<file path="config.mk">
export PLATFORM = sky130hd
export DESIGN_NAME = misr_reg
export DESIGN_NICKNAME = d
export VERILOG_FILES = /design/src/rtl/tb_chk_pkg.sv /design/src/rtl/misr_reg.sv
export SDC_FILE = /design/constraint.sdc
export NUM_CORES = 1
export LEC_CHECK = 0
export CORE_MARGIN = 8
export CORE_UTILIZATION = 44
export CTS_CLUSTER_SIZE = 10
export DETAILED_ROUTE_END_ITERATION = 12
export PLACE_DENSITY_LB_ADDON = 0.3
export SETUP_SLACK_MARGIN = 0.02
export SYNTH_ARGS = -nofsm -noshare
export SYNTH_HDL_FRONTEND = slang
export SYNTH_SLANG_ARGS = --single-unit
</file>
<file path="constraint.sdc">
create_clock -name clk -period 1.3 [get_ports clk]
set_clock_uncertainty 0.2 [all_clocks]
set_input_delay 0.325 -clock clk [delete_from_list [all_inputs] [get_ports clk]]
set_output_delay 0.325 -clock clk [all_outputs]
set_load 0.005 [all_outputs]
</file>
<file path="src/rtl/tb_chk_pkg.sv">
// Shared types and MISR arithmetic for the response checker and its reference model.
`timescale 1ns/1ps
package tb_chk_pkg;

  typedef enum logic [1:0] {
    IDLE = 2'd0,
    RUN  = 2'd1,
    DONE = 2'd2
  } chk_state_t;

  localparam logic [15:0] DEF_POLY = 16'h1021;
  localparam logic [15:0] DEF_SEED = 16'hFFFF;

  // One MISR step on the low sig_w bits; data must already be zero-extended.
  function automatic logic [63:0] misr_step(input logic [63:0] sig,
                                            input logic [63:0] data,
                                            input logic [63:0] poly,
                                            input int          sig_w);
    logic [63:0] mask;
    logic [63:0] fb;
    mask = (64'd1 << sig_w) - 64'd1;
    fb   = sig[sig_w-1] ? poly : 64'd0;
    return (((sig << 1) ^ fb ^ data) & mask);
  endfunction

endpackage

</file>
<file path="src/rtl/misr_reg.sv">
// Multiple-input signature register: clears to SEED, compacts din on each enabled cycle.
`timescale 1ns/1ps
module misr_reg
  import tb_chk_pkg::*;
#(
  parameter int               SIG_W = 16,
  parameter int               DIN_W = 3,
  parameter logic [SIG_W-1:0] POLY  = SIG_W'(DEF_POLY),
  parameter logic [SIG_W-1:0] SEED  = {SIG_W{1'b1}}
) (
  input  logic             clk,
  input  logic             rst_n,
  input  logic             clr,
  input  logic             en,
  input  logic [DIN_W-1:0] din,
  output logic [SIG_W-1:0] sig
);

  logic [SIG_W-1:0] r_sig;
  logic [SIG_W-1:0] w_next;

  assign w_next = SIG_W'(misr_step(64'(r_sig), 64'(din), 64'(POLY), SIG_W));

  // Clear has priority over compaction so a restart always begins from SEED.
  always_ff @(posedge clk or negedge rst_n) begin
    if (!rst_n) begin
      r_sig <= SEED;
    end else if (clr) begin
      r_sig <= SEED;
    end else if (en) begin
      r_sig <= w_next;
    end else begin
      r_sig <= r_sig;
    end
  end

  assign sig = r_sig;

endmodule

</file>
==> impl_results.md <==
- RePlAce Congestion: around 0.70
- Vias: 609
- IO Count: 23
- Worst path arrival time: 0.93 ns
- RSZ-0062 raised after global routing: yes
- First-pass GRT wire length: 3060 µm
- Antenna diode instance count: 0
- Cell area after synthesis: ~750 µm²
- 1st-pass router iterations: 3
- Final nets: 111
- Most common cell in the synthesized netlist: dfstp_2
- Yosys reg bits: 16
- Max_slew headroom: 0.840
- Die Y: ~57 µm
- Critical path class: reg2out
- Synth top cells by count: dfstp_2, a211o_1, and2b_1
- Worst-path clk slew: 0.09 ns
- Fin crit share: 1.12
- Seq/Total Area, Yosys: 0.563
- Delay-heaviest family, CP: flip-flops
- DP Cell Count: 114
- Die area: 3270 µm²
- Post-synthesis xor/xnor area fraction: 0.0586
- Avg Cell Area, Syn: between 10 and 15 µm²
- Antenna Nets Post-Route: 0
- Count of cell types in the netlist: 10
- Final Hold Fails: 0
- Core area: 1650 µm²
- Asr flop ratio synth: 1.00
- Crit path time final: 1.45 ns
- Initial Util: 0.452
- Max Cap Viol: 0
- Gr usage total: 0.116
- Top post-synthesis cells by area: dfstp_2, a211o_1, and2b_1
- Fraction of the mapped netlist area in simple logic gates: 0.147
- HP Class: in2async
- Ys Warns: 0
- Total Routed Length: 1760 µm
- Wirelength per Cell: 14.8 µm
- CTS Buf Count: 3
- Site row count: 15
- Area added between synthesis and finish: 61.8%
- Clock tree from TritonCTS: done
- Non-Filler Instances: ~120
- Grt ovf: 0
- Failing checks: negative setup slack
- Iteration-0 DRC Markers: 4
- Synth area leader: dfstp_2
- Synthesized instance count: 59
- Max Fclk: between 0.6 and 0.7 GHz
- Worst EP required: 0.77 ns
- VDD IR max: 700 µV
- CP max-delay cell: dfstp_2
- Worst setup margin: -0.153 ns
- Number of global-route vias before repair: 691
- DRC viols: 0
- Fin. max-slew vios: 0
- PortBufs: 22
- Largest net degree at the start of global routing: 17
- Post-synthesis compound-gate area fraction: 0.162
- Cells along the critical path: buf_6
- Clock Path Buffers: 2
- CTS root buffer: clkbuf_4
- Slowest stage delay, CP: around 0.55 ns
- Main combinational cell family by area after synthesis: compound AO/OA/AOI/OAI gates
- Skew-Pair Late Insertion Delay: 0.28 ns
- EDFF count, synth: 0
- Largest register FFs: 16
- Largest fanout on the critical path: 2
- Antenna violations before repair: 0
- Synth top area share: 0.563
- CP endpoint kind: output port
- Clock Sinks: 16
- Post-synthesis mux area share: 0
- Lkg Pwr: around 0.52 nW
- Mapped Nets: 66
- Vias per cell: ~5
- Synth Area in Adders: 0
- Actual slew at the worst max-slew pin: 0.238 ns
- Total power: 1.13 mW
- Die W: ~57 µm
- Fraction of layout cells with a size suffix above 1: 0.637
- Post-DP HPWL: 1210 µm
- Power per cell area: 936 nW/µm²
- Final setup vio count: 16
- Run status: finished with violations
- Top FF cell, synth: dfstp_2
- Crit path buf inv count: 1
- Critical Path Source Type: flop
- H-Tree Depth: 1
-- through the flow --
step / cell area, µm² / hold slack (ns) / worst slack (ns) / setup TNS, ns / utilization
detailed placement: 1120 / 0.483 / -0.423 / -9.36 / 0.678
floorplan: 747 / -0.0228 / 0.0649 / 0 / -
global placement: 1120 / 0.464 / -0.413 / -9.17 / 0.678
global route: 1210 / 0.387 / -0.181 / -2.71 / 0.732
CTS: 1120 / 0.360 / -0.173 / -2.58 / 0.678
finish: 1210 / 0.358 / -0.153 / -2.25 / 0.732
-- path summary, 6_finish.rpt --
path	startpoint	endpoint	slack, ns	cells after the start
worst max-delay path	sig[12]	sig[12]	-0.15	1
worst max register to register	sig[1]	sig[2]	0.09	4
min in group clk	din[2]	sig[2]	0.47	3
worst min register to register	sig[12]	sig[12]	0.48	3
max in group asynchronous	rst_n	sig[7]	0.51	2
worst min-delay path	rst_n	sig[3]	0.36	2
-- final cells by class --
cell class                      instances  area, µm²
Clock buffer                            3       22.5
Fill cell                             133        443
Multi-Input combinational cell         38        303
Sequential cell                        16        420
Tap cell                               17       21.3
Timing Repair Buffer                   45        442
-- where the power goes --
group | switching, mW | internal, mW
logic | 0.107 | 0.191
clock network | 0.144 | 0.107
registers | 0.0222 | 0.559
-- logic make-up (layout without fill, tap and decap cells) --
kind of cell,count (synthesis),after routing
and+or+nand+nor,17,17
AOI/OAI and AO/OA,16,16
DFF,16,16
xor gates and xnor gates,5,5
buffers and inverters,5,48
-- cells in the final DEF, fill, tap and decap left out, drive strengths merged --
cell	count
clkdlybuf4s50	5
dfstp	16
xnor2	5
nor3	5
buf	38
a21oi	5
nor2b	4
clkdlybuf4s15	1
bufbuf	1
and2b	8
a211o	11
clkbuf	3
-- repair_timing --
action	in CTS	in global routing
gates cloned	1	0
hold buffers	0	0
resized for setup	68	18
setup endpoints to repair	32	21
buffers inserted	1	0
-- layer usage --
metal  track usage  wire (µm)  up-vias
met5             0          0        -
li1              -          -      295
met4        0.0604          9        0
met3        0.0355         84        2
met1         0.132        750      299
met2         0.189        912       13
Note: power is estimated with default switching activity, not from simulation.
